--- src/rtl/fetch_queue_pkg.sv ---
// Shared CPU constants and the fetch-queue entry layout.
// Latency: n/a (types and constants only).
// Backpressure: n/a.
//
// Contents: reset PC, instruction-memory window, and the 65-bit queue entry
// (pc, instr, adel) stored by fetch_queue.
package fetch_queue_pkg;

  localparam logic [31:0] PC_RESET   = 32'h0000_3000;
  localparam logic [31:0] IMEM_BASE  = 32'h0000_3000;
  localparam logic [31:0] IMEM_LIMIT = 32'h0000_6FFC;

  localparam int ENTRY_W = 65;

  typedef struct packed {
    logic [31:0] pc;
    logic [31:0] instr;
    logic        adel;
  } entry_t;

endpackage

--- src/rtl/fetch_queue_pc_range_check.sv ---
// Flags an instruction-fetch address error for a PC.
// Latency: purely combinational.
// Backpressure: none.
//
// Ports: pc (in, 32) -> adel (out, 1). adel is set for a misaligned PC or one
// outside [IMEM_BASE, IMEM_LIMIT]. Shared with the exception stage.
module pc_range_check
  import fetch_queue_pkg::*;
(
  input  logic [31:0] pc,
  output logic        adel
);

  assign adel = (pc[1:0] != 2'b00) || (pc < IMEM_BASE) || (pc > IMEM_LIMIT);

endmodule

--- src/rtl/fetch_queue.sv ---
// In-order queue between fetch and decode, holding DEPTH entries.
// Latency: one cycle push-to-head (no empty bypass).
// Backpressure: in_ready = (count < DEPTH) from registered state only; flush drops everything.
//
// Ports: clk, reset (sync, active high); in_valid/in_pc/in_instr/in_ready from
// fetch; out_valid/out_pc/out_instr/out_adel/out_ready to decode; flush on a
// redirect; count = number of held entries.
module fetch_queue
  import fetch_queue_pkg::*;
#(
  parameter int DEPTH = 2
) (
  input  logic                       clk,
  input  logic                       reset,
  input  logic                       in_valid,
  input  logic [31:0]                in_pc,
  input  logic [31:0]                in_instr,
  output logic                       in_ready,
  output logic                       out_valid,
  output logic [31:0]                out_pc,
  output logic [31:0]                out_instr,
  output logic                       out_adel,
  input  logic                       out_ready,
  input  logic                       flush,
  output logic [$clog2(DEPTH):0]     count
);

  localparam int PW = $clog2(DEPTH);
  localparam int CW = PW + 1;

  entry_t         mem [DEPTH];
  logic [PW-1:0]  rd_ptr;
  logic [PW-1:0]  wr_ptr;
  logic           push;
  logic           pop;
  logic           in_adel;
  entry_t         head;

  // Error bit is decided at push time so later PC changes cannot affect it.
  pc_range_check u_pc_range_check (
    .pc   (in_pc),
    .adel (in_adel)
  );

  assign in_ready  = (count < CW'(DEPTH));
  assign out_valid = (count != '0);

  assign push = in_valid && in_ready  && !flush;
  assign pop  = out_valid && out_ready && !flush;

  // Pointers wrap naturally because DEPTH is a power of two.
  always_ff @(posedge clk) begin
    if (reset) begin
      count  <= '0;
      rd_ptr <= '0;
      wr_ptr <= '0;
    end else if (flush) begin
      count  <= '0;
      rd_ptr <= '0;
      wr_ptr <= '0;
    end else begin
      if (push) wr_ptr <= wr_ptr + 1'b1;
      if (pop)  rd_ptr <= rd_ptr + 1'b1;
      count <= count + CW'(push) - CW'(pop);
    end
  end

  // Storage needs no reset; a slot is only read while count says it is valid.
  always_ff @(posedge clk) begin
    if (push && !reset) begin
      mem[wr_ptr] <= '{pc: in_pc, instr: in_instr, adel: in_adel};
    end
  end

  // An empty queue presents a bubble: reset PC with a nop.
  assign head      = mem[rd_ptr];
  assign out_pc    = out_valid ? head.pc    : PC_RESET;
  assign out_instr = out_valid ? head.instr : 32'h0;
  assign out_adel  = out_valid && head.adel;

endmodule

--- config.mk ---
export PLATFORM = sky130hd
export DESIGN_NAME = fetch_queue
export DESIGN_NICKNAME = d
export VERILOG_FILES = /design/src/rtl/fetch_queue_pkg.sv /design/src/rtl/fetch_queue_pc_range_check.sv /design/src/rtl/fetch_queue.sv
export SDC_FILE = /design/constraint.sdc
export NUM_CORES = 1
export LEC_CHECK = 0
export CAP_MARGIN = 20
export CORE_MARGIN = 2
export CORE_UTILIZATION = 30
export CTS_BUF_LIST = sky130_fd_sc_hd__clkbuf_4
export DETAILED_ROUTE_END_ITERATION = 10
export PLACE_DENSITY = 0.62
export SLEW_MARGIN = 0
export SYNTH_ARGS = -nofsm -noshare
export SYNTH_HDL_FRONTEND = slang
export SYNTH_SLANG_ARGS = --single-unit
--- constraint.sdc ---
create_clock -name clk -period 8.6 [get_ports clk]
set_input_delay 1.72 -clock clk [delete_from_list [all_inputs] [get_ports clk]]
set_output_delay 1.72 -clock clk [all_outputs]
set_load 0.005 [all_outputs]
Word level (Yosys, flattened, before mapping)
Memory sizes are Yosys's and may differ from the RTL's. A register that Yosys moved wholly into a read port is not among the register bits.
Cells that the tools add are included.
{"block": "word_totals", "n_memories": 1, "mem_bits_rw": 130, "out_inout_bits": 69, "reg_bits": 4, "elab_cells": 30, "inputBits": 69}
{"memory": "mem", "depth": 2, "width": 65, "read_ports": 1, "rd_clocked_by_memory_dff": 1, "write_ports": 1, "line_no": "fetch_queue.sv:31", "text": "entry_t mem [DEPTH];"}
{"block": "op_classes", "order_cmp": 3, "mux": 6, "n_addsub": 4, "n_reduce_logical": 13}
{"cell": "2-to-1 mux 32 bit", "count": 2}
{"cell": "greater-than comparator 32 x 15 -> 1 bit (second input constant)", "count": 1}
{"cell": "< comparator 32 x 14 -> 1 bit (second input constant)", "count": 1}
{"cell": "logical AND 1 bit", "count": 6}
{"cell": "2-to-1 mux 1 bit", "count": 4}
{"cell": "nonzero test 2 bit", "count": 2}
{"cell": "adder 1 bit (second input constant)", "count": 2}
{"cell": "adder 2 x 1 -> 2 bit", "count": 1}
{"cell": "zero test 1 bit", "count": 2}
{"cell": "logical OR 1 bit", "count": 2}
{"cell": "< comparator 2 bit (second input constant)", "count": 1}
{"cell": "OR reduction 2 bit", "count": 1}
{"cell": "subtractor 2 x 1 -> 2 bit", "count": 1}

Depth between registers and ports, before layout
{"block": "depth", "ltp_word": 6, "mapped_depth": 8}

Modules after synthesis
A second synthesis with hierarchy kept.
{"block": "hier_totals", "cells_unflattened": 309, "hier_area_um2": 5205.0}
{"module": "fetch_queue", "cells_each": 300, "instances": 1, "area_each_um2": 5149.9, "seq_area_each_um2": 4003.8}
{"module": "pc_range_check", "cells_each": 9, "instances": 1, "area_each_um2": 55.1, "seq_area_each_um2": 0.0}

Least setup slack after synthesis
No wires, ideal clock.
{"block": "synth_timing", "kind": "input port to flip-flop", "from": "input flush", "to": "memory mem[1][0] (netlist name) (enable)", "arrival_time_ns": 6.946, "path_buffers": 1, "cell_stages": 3, "setup_ns": 0.583, "required_ns": 8.017, "path_slack_ns": 1.072, "cell_sequence": "or3b_1 > buf_2 > nor3b_1"}
{"block": "synth_via", "elab_chain_len": 5}
{"element": "start, declared", "line_no": "fetch_queue.sv:24", "text": "input logic flush,"}
{"element": "zero test 1 bit", "line_no": "fetch_queue.sv:48", "text": "assign push = in_valid && in_ready && !flush;"}
{"element": "logical AND 1 bit", "line_no": "fetch_queue.sv:48"}
{"element": "logical AND 1 bit", "line_no": "fetch_queue.sv:70", "text": "if (push && !reset) begin"}
{"element": "2-to-1 mux 1 bit", "line_no": "fetch_queue.sv:70"}
{"element": "2-to-1 mux 1 bit (implied by the code)", "line_no": "fetch_queue.sv:71", "text": "mem[wr_ptr] <= '{pc: in_pc, instr: in_instr, adel: in_adel};"}
{"element": "end, declared", "line_no": "fetch_queue.sv:31"}
Every way passes these cells.

Worst setup path after layout
{"block": "layout_timing", "from": "register count[1]", "to": "output out_pc[12]"}
{"block": "layout_via", "elab_chain_len": 2}
{"element": "start, declared", "line_no": "fetch_queue.sv:25", "text": "output logic [$clog2(DEPTH):0] count"}
{"element": "start signal, assigned", "line_no": "fetch_queue.sv:64", "text": "count <= count + CW'(push) - CW'(pop);"}
{"element": "nonzero test 2 bit", "line_no": "fetch_queue.sv:46", "text": "assign out_valid = (count != '0);"}
{"element": "2-to-1 mux 32 bit", "line_no": "fetch_queue.sv:77", "text": "assign out_pc = out_valid ? head.pc : PC_RESET;"}
{"element": "end, declared", "line_no": "fetch_queue.sv:20", "text": "output logic [31:0] out_pc,"}
Every way passes these cells.

==> results.txt <==
----------------------------------------------------
[Outcome]
  Status ... completed

[Final layout]
  Area growth from synthesis to layout ... 35.15%
  Total area of multi-input combinational cells ... between 1000 and 1500 sq um
  Post-layout net count ... approximately 530
  Diodes inserted ... 0
  Combined flip-flop and latch cell area ... 4008 sq um
  Fillers ... roughly 1600
  Final cell count without fillers ... 682
  Layout cells sized above 1 ... 0.06926

[STA]
  Setup ws final ... 4.491 ns
  Number of slew-limit violations in the final report ... 0
  Worst slew margin ... 0.3915
  Unrepaired setup endpoints after global routing ... false
  Final hold violations ... 0
  Final worst-path cycle share ... 0.4778
  Worst Hold Slack ... 0.6066 ns
  Setup Total Neg Slack ... 0 ns
  Tmin final ... approximately 4.1 ns
  Achievable Freq ... between 200 and 250 MHz
  Actual transition at the worst max-transition pin ... around 0.91 ns
  Final setup violation count ... 0
  Worst-case clock skew ... between 0.007 and 0.008 ns

[Floorplanning]
  Cell Rows ... 47
  Ports ... 138
  Die Span Y ... between 100 and 150 um
  Initial core utilization ... 0.3095
  Die outline area ... 18300 sq um
  Core Region ... 16700 sq um
  Die Span X ... ~140 um

[Route]
  Initial detailed-routing violation count ... roughly 120
  Drt wl/cell ... 15.39 um
  Total DRC errors in the routed layout ... 0
  Via Count ... 3025
  Iteration count of the initial detailed-routing pass ... 5
  Antenna viol nets, final ... 0
  Per-cell via count in the routed design ... between 4 and 5
  Routed wire length ... roughly 10000 um

[Synthesis]
  Flops & latches, synth ... 135
  Post-synth net total ... 379
  Sequential share of the synthesized area ... 0.7746
  Cells taking the most area after synthesis ... edfxtp_1 (76%), mux2i_1 (13%), nor2_1 (4.7%)
  Gate count of the mapped netlist ... about 300
  Syn. warnings ... 0
  Per-instance average area after synthesis ... approximately 17 sq um
  Fraction of synthesized cell area taken by the top area cell type ... 0.7553
  Post-synth top area cell ... edfxtp_1
  Count of unique library cells instantiated by Yosys ... 18
  Cell area after synthesis ... 5169 sq um

[Setup path]
  Setup CP Type ... register to output port
  Critical path endpoint category ... output port
  Slack of the worst reg-to-reg path ... 6.33 ns
  Kind of start point of the critical path ... register
  Data arrival time at the worst-slack endpoint ... about 2.4 ns
  Maximum fanout along the worst path ... 64
  Highest cell delay on the worst timing path ... between 0.5 and 0.6 ns
  Library cell contributing the largest single delay on the critical path ... buf_4
  WP data required ... 6.88 ns
  Sequence of cells on the critical path ... nor2_4, buf_4, inv_1, nand2_1, clkdlybuf4s50_1

[Clock network]
  Longest Clk Path Bufs ... 2
  Clock root cell ... clkbuf_4
  CTS tree ... built
  Number of buffers added for setup after CTS ... 0
  CTS Sinks ... between 100 and 150
  Worst-skew pair later-pin latency ... between 0.5 and 0.6 ns
  Number of buffers created by CTS ... 17
  Number of levels the H-tree was split into ... 4
  Cts repair resizes ... 0
  Hold buffer count at cts ... 0
  Clock-pin slew of the registers on the worst-case setup and hold paths ... about 0.1 ns

[Placed design]
  HPWL after DPL ... 6631 um
  Total instance count after detailed placement ... between 600 and 700
  Pre-CTS WS ... approximately 4.5 ns
  Final estimated routing congestion in global placement ... roughly 0.7
  Port-buffer cells ... around 140

[Run]
  # Max-Cap Violations ... 0

[Min path]
  Min-delay worst type ... register to register

[Power]
  Maximum ir drop on the vdd rail ... 0.05788 mV
  Static Leakage ... between 2 and 2.5 nW
  Power after layout ... about 1.1 mW
  PwrDens ... approximately 160 nW/um^2

[Global routing]
  Via count of the first global-routing pass ... ~3200
  Residual overflow from global routing ... 0
  Initial antenna violation count ... 0
  First-pass GRT wire length ... 16360 um
  Global-route usage over all layers ... 0.1214
  Largest net degree at the start of global routing ... 66

----------------------------------------------------
-- layout make-up --
cell class	count	share of cell area
Clock buffer	19	0.02042
Clock inverter	8	0.005553
Inverter	3	0.001612
Multi-Input combinational cell	156	0.1558
Sequential cell	135	0.5737
Tap cell	220	0.03941
Timing Repair Buffer	141	0.2035
-- layer usage --
metal / GRT usage / up-vias / part of all wire
li1: - / 1438 / -
met1: 0.1408 / 1473 / 0.43
met2: 0.2050 / 102 / 0.50
met3: 0.04003 / 12 / 0.055
met4: 0.05498 / 0 / 0.018
met5: 0 / - / 0
-- report_power, final --
| part | switching, mW | total (mW) | internal [mW] |
|---|---|---|---|
| logic | 0.0373 | 0.0909 | 0.0536 |
| clock network | 0.203 | 0.310 | 0.107 |
| registers | 0.00391 | 0.736 | 0.732 |
| total | 0.244 | 1.14 | 0.893 |
-- cells in the final DEF (no fill, tap or decap), types with 3 or more instances in the layout --
| cell | n |
|---|---|
| xor2_1 | 3 |
| mux2i_1 | 65 |
| clkdlybuf4s50_1 | 137 |
| buf_4 | 3 |
| edfxtp_1 | 130 |
| nand2_1 | 3 |
| clkbuf_4 | 19 |
| nor2_1 | 64 |
| nor3_1 | 5 |
| clkinv_2 | 4 |
| clkinv_1 | 3 |
| dfxtp_1 | 4 |
| nor4_1 | 4 |
| inv_1 | 3 |
-- state kept, by name, indices dropped and copies added, names as in the netlist, named ones only --
signal,count
wr_ptr,1
mem,130
rd_ptr,1
count,2
-- through the flow --
stage / instance area, sq um / utilization
floorplan: 5169 / -
global placement: 6777 / 0.4058
detailed placement: 6777 / 0.4058
CTS: 6958 / 0.4166
global route: 6985 / 0.4183
finish: 6985 / 0.4183
-- kinds of logic (layout without fill, tap and decap cells) --
kind of cell | Yosys count | after routing | share of synthesized area
multiplexers | 65 | 65 | 0.1259
buffers and inverters | 17 | 171 | 0.01816
AO/OA/AOI/OAI | 1 | 1 | 0.0009674
XOR/XNOR | 5 | 5 | 0.008474
adder cells (fa/ha/maj) | 2 | 2 | 0.004841
flip-flops | 135 | 135 | 0.7746
AND/OR/NAND/NOR | 83 | 83 | 0.06705
-- path summary, 6_finish.rpt --
check	start	endpoint	cells after the start
worst max-delay path	count[1]	out_pc[12]	5
worst min-delay path	rd_ptr	rd_ptr	2
worst max register to register	count[1]	mem[1][45]	3
worst min register to register	rd_ptr	rd_ptr	2
-- critical path: cells and delay by family (launching register included) --
kind	cells	cell delay [ns]
buffers and inverters	3	1.17
DFF	1	0.40
and+or+nand+nor	2	0.21
-- Yosys cell counts --
master	n
o21ai_0	1
ha_1	2
mux2i_1	65
nor4_1	4
dfxtp_1	5
buf_4	5
and3_1	1
inv_1	3
or3b_1	1
edfxtp_1	130
buf_2	9
xor2_1	3
nor2_1	65
nand2_1	3
nand4_1	1
nor3_1	6
xnor2_1	2
nor3b_1	2
(Power assumes the default switching activity.)
